[src/rtl/align_pipe_nlane.sv]
// Two-stage multi-lane exponent aligner: S1 registers the beat and its alignment exponent,
// S2 shifts each lane to that exponent, applies sign and records sticky/flush information.
module align_pipe_nlane #(
  parameter int unsigned LANES  = 4,
  parameter int unsigned MANT_W = 3,
  parameter int unsigned EXP_W  = 6,
  parameter int unsigned OUT_W  = 14,
  parameter int unsigned CNT_W  = 16
) (
  input  logic                         i_clk,
  input  logic                         i_rst_n,
  input  logic                         i_in_valid,
  output logic                         o_in_ready,
  input  logic                         i_mode,
  input  logic [LANES*(MANT_W+1)-1:0]  i_pp,
  input  logic [LANES*EXP_W-1:0]       i_exp,
  input  logic [EXP_W-1:0]             i_max_exp,
  output logic                         o_out_valid,
  input  logic                         i_out_ready,
  output logic [LANES*(OUT_W+1)-1:0]   o_pp,
  output logic [LANES-1:0]             o_sticky,
  output logic [EXP_W-1:0]             o_max_exp,
  output logic                         o_exp_err,
  input  logic                         i_cnt_clr,
  output logic [CNT_W-1:0]             o_flush_cnt
);

  localparam int unsigned PpW  = MANT_W + 1;
  localparam int unsigned OpW  = OUT_W + 1;
  localparam int unsigned NumW = $clog2(LANES + 1);
  localparam int unsigned SumW = CNT_W + NumW;

  logic                    s1_valid_q, s1_mode_q;
  logic [LANES*PpW-1:0]    s1_pp_q;
  logic [LANES*EXP_W-1:0]  s1_exp_q;
  logic [EXP_W-1:0]        s1_align_q, align_d;

  logic                    out_valid_q, out_err_q;
  logic [LANES*OpW-1:0]    out_pp_q;
  logic [LANES-1:0]        out_sticky_q;
  logic [EXP_W-1:0]        out_max_q;
  logic [CNT_W-1:0]        cnt_q, cnt_d;

  logic                    s2_adv, accept, advance;
  logic [LANES*OpW-1:0]    pp_d;
  logic [LANES-1:0]        sticky_d;
  logic                    err_d;
  logic [NumW-1:0]         n_flush;

  logic [MANT_W-1:0]       mant;
  logic [EXP_W-1:0]        lane_exp, diff;
  logic [OUT_W-1:0]        field, mag;
  logic [OpW-1:0]          lane_val;
  logic [SumW-1:0]         sum;

  assign s2_adv     = !out_valid_q || i_out_ready;
  assign o_in_ready = !s1_valid_q || s2_adv;
  assign accept     = i_in_valid && o_in_ready;
  assign advance    = s1_valid_q && s2_adv;

  // Max exponent over nonzero lanes; all-zero beat aligns to 0.
  always_comb begin
    align_d = '0;
    if (i_mode) begin
      align_d = i_max_exp;
    end else begin
      for (int unsigned k = 0; k < LANES; k++) begin
        if (|i_pp[k*PpW +: MANT_W] && (i_exp[k*EXP_W +: EXP_W] > align_d)) begin
          align_d = i_exp[k*EXP_W +: EXP_W];
        end
      end
    end
  end

  always_comb begin
    pp_d     = '0;
    sticky_d = '0;
    err_d    = 1'b0;
    n_flush  = '0;
    mant     = '0;
    lane_exp = '0;
    diff     = '0;
    field    = '0;
    mag      = '0;
    lane_val = '0;
    for (int unsigned k = 0; k < LANES; k++) begin
      mant     = s1_pp_q[k*PpW +: MANT_W];
      lane_exp = s1_exp_q[k*EXP_W +: EXP_W];
      diff     = s1_align_q - lane_exp;
      if (s1_mode_q && (lane_exp > s1_align_q)) begin
        diff = '0;
        if (|mant) err_d = 1'b1;
      end
      field = {mant, {(OUT_W-MANT_W){1'b0}}};
      mag   = (32'(diff) >= OUT_W) ? '0 : (field >> diff);
      for (int unsigned j = 0; j < OUT_W; j++) begin
        if (j < 32'(diff)) sticky_d[k] = sticky_d[k] | field[j];
      end
      lane_val = {1'b0, mag};
      if (s1_pp_q[k*PpW + MANT_W]) lane_val = OpW'(0) - lane_val;
      pp_d[k*OpW +: OpW] = lane_val;
      if ((|mant) && (mag == '0)) n_flush = n_flush + NumW'(1);
    end
  end

  always_comb begin
    sum   = SumW'(cnt_q) + SumW'(n_flush);
    cnt_d = cnt_q;
    if (i_cnt_clr) begin
      cnt_d = '0;
    end else if (advance) begin
      cnt_d = (|sum[SumW-1:CNT_W]) ? '1 : sum[CNT_W-1:0];
    end
  end

  always_ff @(posedge i_clk) begin
    if (!i_rst_n) begin
      s1_valid_q   <= 1'b0;
      s1_mode_q    <= 1'b0;
      s1_pp_q      <= '0;
      s1_exp_q     <= '0;
      s1_align_q   <= '0;
      out_valid_q  <= 1'b0;
      out_pp_q     <= '0;
      out_sticky_q <= '0;
      out_max_q    <= '0;
      out_err_q    <= 1'b0;
      cnt_q        <= '0;
    end else begin
      if (o_in_ready) s1_valid_q <= i_in_valid;
      if (accept) begin
        s1_mode_q  <= i_mode;
        s1_pp_q    <= i_pp;
        s1_exp_q   <= i_exp;
        s1_align_q <= align_d;
      end
      if (s2_adv) out_valid_q <= s1_valid_q;
      if (advance) begin
        out_pp_q     <= pp_d;
        out_sticky_q <= sticky_d;
        out_max_q    <= s1_align_q;
        out_err_q    <= err_d;
      end
      cnt_q <= cnt_d;
    end
  end

  assign o_out_valid = out_valid_q;
  assign o_pp        = out_pp_q;
  assign o_sticky    = out_sticky_q;
  assign o_max_exp   = out_max_q;
  assign o_exp_err   = out_err_q;
  assign o_flush_cnt = cnt_q;

endmodule

[config.mk]
export PLATFORM = sky130hd
export DESIGN_NAME = align_pipe_nlane
export DESIGN_NICKNAME = d
export VERILOG_FILES = /design/src/rtl/align_pipe_nlane.sv
export SDC_FILE = /design/constraint.sdc
export NUM_CORES = 1
export LEC_CHECK = 0
export BUFFER_PORTS_ARGS = -buffer_cell sky130_fd_sc_hd__buf_2
export CORE_MARGIN = 3
export CORE_UTILIZATION = 45
export DETAILED_ROUTE_END_ITERATION = 8
export GPL_TIMING_DRIVEN = 0
export PLACE_DENSITY = 0.68
export SLEW_MARGIN = 20
export SYNTH_ARGS = -nofsm -noshare
export SYNTH_HDL_FRONTEND = slang
export SYNTH_SLANG_ARGS = --single-unit
[constraint.sdc]
create_clock -name i_clk -period 7.2 [get_ports i_clk]
set_input_delay 1.44 -clock i_clk [delete_from_list [all_inputs] [get_ports i_clk]]
set_output_delay 1.44 -clock i_clk [all_outputs]
set_load 0.05 [all_outputs]
; ---- Word-level counts from Yosys, hierarchy flattened
; Index checks and enable logic that the tools add are counted.
; Widths: inputs -> output; s select.
[word_totals]
register_bits = 136
inputBits = 52
output_inout_bits = 89
elab_cells = 137
[op_classes]
add_sub_neg = 12
n_lt_le_gt_ge = 24
shifts = 4
n_mux = 45
bitwise = 9
n_reduce_logical = 32
[op_table]
columns = op, count
row1 = $lt 4x6->1 const A, 12
row2 = $mux 6, 12
row3 = $mux 15, 4
row4 = $sub 1x14->15 const A, 4
row5 = $logic_not 14->1, 4
row6 = $mux 14, 4
row7 = $shr 14x6->14, 4
row8 = $gt 6x6->1, 7
row9 = $reduce_or 3->1, 9
row10 = $ge 6x4->1 const B, 4
row11 = $sub 6x6->6, 4
row12 = $mux 1, 21
row13 = $add 16x3->17, 1
row14 = $mux 16, 1
row15 = $logic_and 1x1->1, 14
row16 = $or 1x1->1, 8
row17 = $gt 6x1->1 const B, 1
row18 = $mux 3, 2
row19 = $add 2x1->3 const B, 1
row20 = $add 3x1->3 const B, 1
row21 = $add 1x1->2 const B, 1
row22 = $logic_not 1->1, 2
row23 = $logic_or 1x1->1, 2
row24 = $mux 2, 1
row25 = other kinds (2), 2

; ---- Logic depth before layout (Yosys ltp)
; Gate-level depths: netlist of run 1.
[logic_depth]
ltp_word = 17
depth_mapped = 32

; ---- Worst setup path after synthesis of run 1
; Ideal clock, no wire load.
[synth_timing]
path_kind = input to register
start = in i_exp[1]
end = reg s1_align_q[0]
setup_ps = 60
arrival_ps = 5918
t_required_ps = 7140
path_slack_ps = 1222
path_stages = 26
path_buffers = 0
path_cell_list = nor4_1 a21oi_1 nand2_1 ha_1 nand3_1 o21bai_1 a21oi_2 nor2_1 a21oi_1 ha_1 nor2b_1 o21ai_0 nand2b_1 maj3_1 nand3_2 a21oi_4 mux2_4 ha_1 a21o_1 a21o_1 a221oi_1 a311oi_1 nand2_1 nor2_1 a2111oi_0 o41a_1
[synth_between]
elab_chain_cells = 16
[synth_rtl]
columns = item, line_no
row1 = from (decl), 16  ; input logic [LANES*EXP_W-1:0] i_exp,
row2 = $gt 6x1->1, 68  ; if (|i_pp[k*PpW +: MANT_W] && (i_exp[k*EXP_W +: EXP_W] > align_d)) begin
row3 = $logic_and 1x1->1, 68
row4 = $mux 6 (*), 68
row5 = $mux 6 (*), 64  ; if (i_mode) begin
row6 = $gt 6x6->1, 68
row7 = $logic_and 1x1->1, 68
row8 = $mux 6 (*), 68
row9 = $mux 6 (*), 64
row10 = $gt 6x6->1, 68
row11 = $logic_and 1x1->1, 68
row12 = $mux 6 (*), 68
row13 = $mux 6 (*), 64
row14 = $gt 6x6->1, 68
row15 = $logic_and 1x1->1, 68
row16 = $mux 6 (*), 68
row17 = $mux 6 (*), 64
row18 = to (signal assigned), 135  ; s1_align_q <= align_d;
row19 = to (decl), 36  ; logic [EXP_W-1:0] s1_align_q, align_d;
; Every way passes the cells marked *; elsewhere a longest branch is shown, timed or not. The select of a mux whose other input is x is not followed.
; A chain may end at the register's enable or synchronous reset.

; ---- Worst setup path in the final report of run 1
[layout_timing]
start = reg s1_align_q[1]
end = reg cnt_q[13], in the netlist o_flush_cnt[13]
[layout_between]
elab_chain_cells = 17
word_cells_on_any_way = 46
classes_between = add/sub: 8 / order compare: 8 / shift: 4 / mux: 13 / reduce/logical: 13
[layout_rtl]
columns = item, line_no
row1 = $gt 6x6->1, 90  ; if (s1_mode_q && (lane_exp > s1_align_q)) begin
row2 = $logic_and 1x1->1, 90
row3 = $mux 6, 90
row4 = $ge 6x4->1 or $shr 14x6->14 (tied branches), 95  ; mag = (32'(diff) >= OUT_W) ? '0 : (field >> diff);
row5 = $mux 14, 95
row6 = $logic_not 14->1, 102  ; if ((|mant) && (mag == '0)) n_flush = n_flush + NumW'(1);
row7 = $logic_and 1x1->1, 102
row8 = $mux 1, 102
row9 = $add 1x1->2, 102
row10 = $mux 2, 102
row11 = $add 2x1->3, 102
row12 = $mux 3, 102
row13 = $add 3x1->3, 102
row14 = $mux 3 (*), 102
row15 = $add 16x3->17 (*), 107  ; sum = SumW'(cnt_q) + SumW'(n_flush);
row16 = $reduce_or 3->1, 112  ; cnt_d = (|sum[SumW-1:CNT_W]) ? '1 : sum[CNT_W-1:0];
row17 = $mux 16 (*), 112
row18 = to (signal assigned), 144  ; cnt_q <= cnt_d;
row19 = to (decl), 42  ; logic [CNT_W-1:0] cnt_q, cnt_d;
; Every way passes the cells marked *; elsewhere a longest branch is shown, timed or not.

==> metrics, run 1 <==
status complete, no violations; reg2reg path depth 27; slowest cell on the critical path dfxtp_1; Overall Power 0.003008 W; Hold Violations, Final 0; Clk pin slew, worst setup/hold paths 0.07 ns; cell family with most CP delay simple AND/OR/NAND/NOR gates; # setup viols final 0; Hold Buf Count CTS 0; Net Sw Power 0.001220 W; post-synthesis sequential area ratio 25.23%; Syn Inst Count 1475; DIE WIDTH 160.9 um; routability-driven placement congestion ratio 0.9512; Final ANT Viol Nets 0; vias per cell 5.989; Die Y 160.9 um; Congestion Overflow GR 0; CP required 7.51 ns; Final Cycle Share 93.34%; Yosys cell types 102; combinational share of power 39.8%; WP depth 27; RSZ-0062 raised after global routing no; Via Count 11770; H-tree depth 4; max-cap violation count 0; Skew-Pair Late Insertion Delay 0.44 ns; mapped cell area 10790 um2; gr usage total 29.56%; EDFF count, synth 0; WP buf/inv 0; first-iteration detailed-routing DRC count 1184; critical path class reg -> reg; WP data arrival 7.03 ns; clock skew 0.01013 ns; nets@finish 1741; power density over the cells 239.8 nW/um2; antenna violations before repair 0; Detail Placement HPWL 29660 um; leading post-synthesis cells by cell area dfxtp_1 25%, nand2_1 7.1%, a21oi_1 6.4%; Leak 4.935 nW; Yosys top cell area share 25.23%; layout filler cell count 2407; I/O Pins 141; syn_nets 1583; startpoint types flop; Synth Register Bits 136; clk sinks 136; Antenna Cells 0; first-pass GRT wire length 60540 um; post_cts resized 0; ys flop type dfxtp_1; min Tclk post-route 6.721 ns; IO Port Bufs 139; Tightest Pin Transition 1.052 ns; Final Max Tran Viols 0; crit path capture type flop; DR pass1 iterations 6; switching part of the total 40.56%; final core utilization 53.27%; drt drc 0; Clock power frac 32.8%; Initial Util 45.83%; clock tree buffer depth 2; cell row count 56; top-count cell post-synth nand2_1; total CTS buffers 17; largest net degree at the start of global routing 17; setup TNS 0 ns; wire per inst 19.91 um; core area 23540 um2; clk root buf clkbuf_16; Syn Area/Cell 7.315 um2; Reg power frac 27.4%; CTS tree done; full die area 25870 um2; top cells by count, synth 204 x nand2_1, 137 x a21oi_1, 136 x dfxtp_1; maximum clock frequency 148.8 MHz; Hold Crit Depth 2; Post CTS Setup Buffer Count 0; fraction of synthesis flops using an asynchronous set or reset pin 0%; CP max FO 10; Internal 0.001788 W; vias in the first global route 10760; Layout area overhead 16.23%; Ys Warns 0; Routed WL 39120 um; layout cells sized above 1 14.88%; CP max stage delay 0.83 ns; cell taking the most area after synthesis dfxtp_1; max_slew headroom 29.88%; Min-Delay Path Class reg -> reg; Max VDD drop 0.0001307 V; Hold Slack 0.4507 ns
## layout make-up
cell class | count | area (um2) | area share [%]
buffer | 91 | 371.6 | 2.963
clock buffer | 20 | 456.7 | 3.641
clock inverter | 12 | 187.7 | 1.496
inverter | 53 | 198.9 | 1.586
multi-input combinational | 1195 | 7510 | 59.88
sequential | 136 | 2723 | 21.71
tap | 319 | 399.1 | 3.182
timing repair buffer | 139 | 695.7 | 5.547
## path summary, 6_finish.rpt
kind	from	endpoint	slack (ns)
hold / removal	o_pp[44]	o_pp[44]	0.45
setup reg to reg	s1_align_q[1]	o_flush_cnt[13]	0.48
setup / recovery	s1_align_q[1]	o_flush_cnt[13]	0.48
hold reg to reg	o_pp[44]	o_pp[44]	0.45
## worst register-to-register path, stage by stage, from the launching register on
cell       delay (ns)
dfxtp_1          0.83
ha_1             0.38
nand2b_1         0.13
a2111oi_1        0.11
a211o_2          0.42
nor2_1           0.28
nand2b_1         0.20
or3_1            0.41
ha_1             0.24
o41ai_1          0.08
a21oi_1          0.11
o21ai_1          0.41
nor2_1           0.12
nand3_1          0.19
nor2_1           0.09
ha_1             0.35
xor2_1           0.25
ha_1             0.29
mux2_4           0.27
ha_1             0.27
a21o_1           0.11
a21oi_1          0.07
nor2_1           0.21
nand3_1          0.20
nor2_1           0.22
nand4_1          0.13
xor2_1           0.15
a21oi_1          0.08
## layout by cell type (no fill, tap or decap), types with 6 or more instances in the layout
cell type  instances
o211ai_1          18
nand3_1           53
a21oi_1          137
o21ai_0           95
o22ai_1            9
xnor2_1           32
a211o_1           10
inv_1             51
nand2_1          204
ha_1              51
clkbuf_1          76
nand4_1            8
nor4_1            10
a31oi_1           19
and2_1            22
a2111oi_0          6
a211oi_1          25
or3_1             10
dfxtp_1          136
nor3_1            37
o21a_1            13
o31ai_1           16
clkbuf_16         17
a21o_1            14
nand3b_1          10
o21ai_1           17
or2_2              6
xor2_1            34
buf_2            151
mux2_2             7
nor3b_1           11
nor2_1           121
and3_1            14
mux2i_1           15
nand2b_1          23
nor2b_1           21
## registers in the layout, indices dropped and copies added (netlist names)
register / cells
o_max_exp: 6
s1_align_q: 6
s1_valid_q: 1
s1_mode_q: 1
s1_exp_q: 24
s1_pp_q: 16
o_out_valid: 1
o_exp_err: 1
o_pp: 60
o_flush_cnt: 16
o_sticky: 4
## cell families (layout without fill, tap and decap cells)
family	after synthesis	after routing	synth area share, %
AOI/OAI and AO/OA	468	468	28.56
xor gates and xnor gates	66	66	5.357
adders and majority gates	57	57	6.934
buffers and inverters	144	315	5.288
DFF	136	136	25.23
muxes	26	26	2.609
and+or+nand+nor	578	578	26.02
## metal layers
metal,track usage (%),up-vias,wire length (um)
met1,42.21,5460,17660
met4,10.87,0,1299
met3,4.643,99,3377
met2,45.03,572,16790
met5,0,-,0
li1,-,5638,-
## power by group through the flow
stage | sequential (W) | combinational, W | clock (W)
final | 0.000824 | 0.00120 | 0.000987
after global routing | 0.000826 | 0.00130 | 0.00102
after CTS | 0.000822 | 0.00117 | 0.000985
after detailed placement | 0.000839 | 0.00116 | 0
after global placement | 0.000838 | 0.00115 | 0
after floorplan | 0.000895 | 0.000806 | 0
## stage by stage
step / setup slack [ns] / cells / cell area (um2)
2_1_floorplan: 1.222 / 1475 / 10790
3_3_place_gp: 0.4336 / 1933 / 11890
3_5_place_dp: 0.3852 / 1933 / 11890
4_1_cts: 0.3915 / 1965 / 12530
5_1_grt: 0.03796 / 1965 / 12540
6_report: 0.4794 / 1965 / 12540
(Power assumes the default switching activity.)
==> run 2: changes to the inputs <==
--- a/config.mk
+++ b/config.mk
@@ -7,10 +7,10 @@
 export LEC_CHECK = 0
 export BUFFER_PORTS_ARGS = -buffer_cell sky130_fd_sc_hd__buf_2
 export CORE_MARGIN = 3
-export CORE_UTILIZATION = 45
+export CORE_UTILIZATION = 49
 export DETAILED_ROUTE_END_ITERATION = 8
 export GPL_TIMING_DRIVEN = 0
-export PLACE_DENSITY = 0.68
+export PLACE_DENSITY = 0.72
 export SLEW_MARGIN = 20
 export SYNTH_ARGS = -nofsm -noshare
 export SYNTH_HDL_FRONTEND = slang
==> metrics, run 2 (synthesized netlist as in run 1, its figures left out) <==
status complete, no violations; clk root buf clkbuf_16; CTS tree done; clock skew 0.01153 ns; clock tree buffer depth 2; Initial Util 50.53%; antenna violations before repair 3; critical path class reg -> reg; CP max FO 10; cell row count 53; final cell count without fillers 1922; clk sinks 136; most frequent cells in the layout 204 x nand2_1, 151 x buf_2, 137 x a21oi_1, 136 x dfxtp_1, 121 x nor2_1; Final ANT Viol Nets 0; largest net degree at the start of global routing 17; Skew-Pair Late Insertion Delay 0.43 ns; CP max stage delay 0.63 ns; Leak 4.939 nW; CP required 7.56 ns; max reg flops 60; H-tree depth 4; Min-Delay Path Class reg -> reg; WP data arrival 7.10 ns; first-iteration detailed-routing DRC count 1063; Clk pin slew, worst setup/hold paths 0.06 ns; slack of the critical path 0.4683 ns; Die Y 154.4 um; vias in the first global route 10880; Post CTS Setup Buffer Count 0; max_slew headroom 28.88%; Via Count 11730; WHS Endpoint o_pp[50]; Routed WL 38770 um; Tightest Pin Transition 1.067 ns; Reg2Reg Capture Point o_flush_cnt[4]; r2r startpoint s1_align_q[0]; I/O Pins 141; pre-CTS setup slack 0.4099 ns; met3 wire len 3473 um; startpoint types flop; DR pass1 iterations 5; total CTS buffers 17; maximum clock frequency 148.6 MHz; wire per inst 20.17 um; Hold Violations, Final 0; Reg2Reg Setup Slack 0.47 ns; first-pass GRT wire length 60100 um; drt drc 0; routed wl met2 16570 um; gr usage total 31.63%; power density over the cells 239.3 nW/um2; # setup viols final 0; Layout area overhead 15.85%; Area after DPL 11830 um2; Final Cycle Share 93.50%; vias per cell 6.104; Hold Startpoint o_pp[50]; metal1 wirelength 17110 um; final instance area 12500 um2; DR top layer met5; setup TNS 0 ns; CP Launch Point s1_align_q[0]; core area 21350 um2; min Tclk post-route 6.732 ns; layout cells sized above 1 15.07%; max-cap violation count 0; reg2reg path depth 26; commonest non-fill, non-tap cell in the layout nand2_1; crit path capture type flop; full die area 23840 um2; Hold Buf Count CTS 0; IO Port Bufs 139; routability-driven placement congestion ratio 0.9673; slowest cell on the critical path nor4_1; DIE WIDTH 154.4 um; Detail Placement HPWL 29450 um; most frequent CP cell ha_1; dpl cells 1889; Final Max Tran Viols 0; Max VDD drop 0.0001431 V; nets@finish 1741; Hold Crit Depth 2; Congestion Overflow GR 0
-- run 2: changes by cell type in the layout (fill, tap and decap cells not counted), sizes merged --
cell    before  now
clkbuf      95   94
inv         57   56
clkinv       2    4
diode        0    1
-- run 2: worst max-delay path by stage --
| stage | end | slack, ns |
|---|---|---|
| finish | o_flush_cnt[4] | 0.47 |
| global route | o_flush_cnt[4] | -0.0009 |
| CTS | o_flush_cnt[14] | 0.40 |
| detailed placement | o_flush_cnt[14] | 0.41 |
| global placement | o_flush_cnt[4] | 0.44 |
| floorplan | s1_align_q[0] | 1.22 |
-- run 2: power breakdown --
part	total, W	leakage, nW	internal, W	switching (W)
Combinational	0.00120	3.52	0.000396	0.000805
Clock	0.000967	0.305	0.000594	0.000373
Sequential	0.000824	1.11	0.000790	0.0000346
Total	0.00299	4.94	0.00178	0.00121
-- run 2: stage by stage --
step | power, W | hold WS [ns] | utilization (%)
after floorplan | 0.001700 | 0.4319 | -
after global placement | 0.001993 | 0.4382 | 55.40
after detailed placement | 0.002002 | 0.4427 | 55.40
after CTS | 0.002963 | 0.4512 | 58.38
after global routing | 0.003145 | 0.4742 | 58.54
final | 0.002992 | 0.4493 | 58.54
-- run 2: what timing repair did --
| action | 4_1_cts | 5_1_grt |
|---|---|---|
| gates resized for setup | 0 | 7 |
| hold endpoints to repair | 0 | 0 |
| setup endpoints to repair | 0 | 16 |
-- run 2: final cells by class --
type	count	area [um2]
antenna	1	2.502
buffer	91	372.9
clock buffer	19	442.9
clock inverter	13	192.7
fill	2088	8852
inverter	53	198.9
multi-input combinational	1195	7528
sequential	136	2723
tap	275	344.1
timing repair buffer	139	695.7
-- run 2: critical path: cells and delay by family, from the launching register on --
kind / cells / cell delay [ns]
buffers and inverters: 4 / 0.75
AOI/OAI and AO/OA: 3 / 0.37
xor gates and xnor gates: 2 / 0.57
DFF: 1 / 0.31
muxes: 2 / 0.41
adders and majority gates: 6 / 1.98
and+or+nand+nor: 9 / 2.28
-- run 2: routing by layer --
layer	vias up	GRT usage (%)
li1	5634	-
met1	5434	44.12
met2	563	47.94
met3	96	5.596
met4	4	13.79
met5	-	0
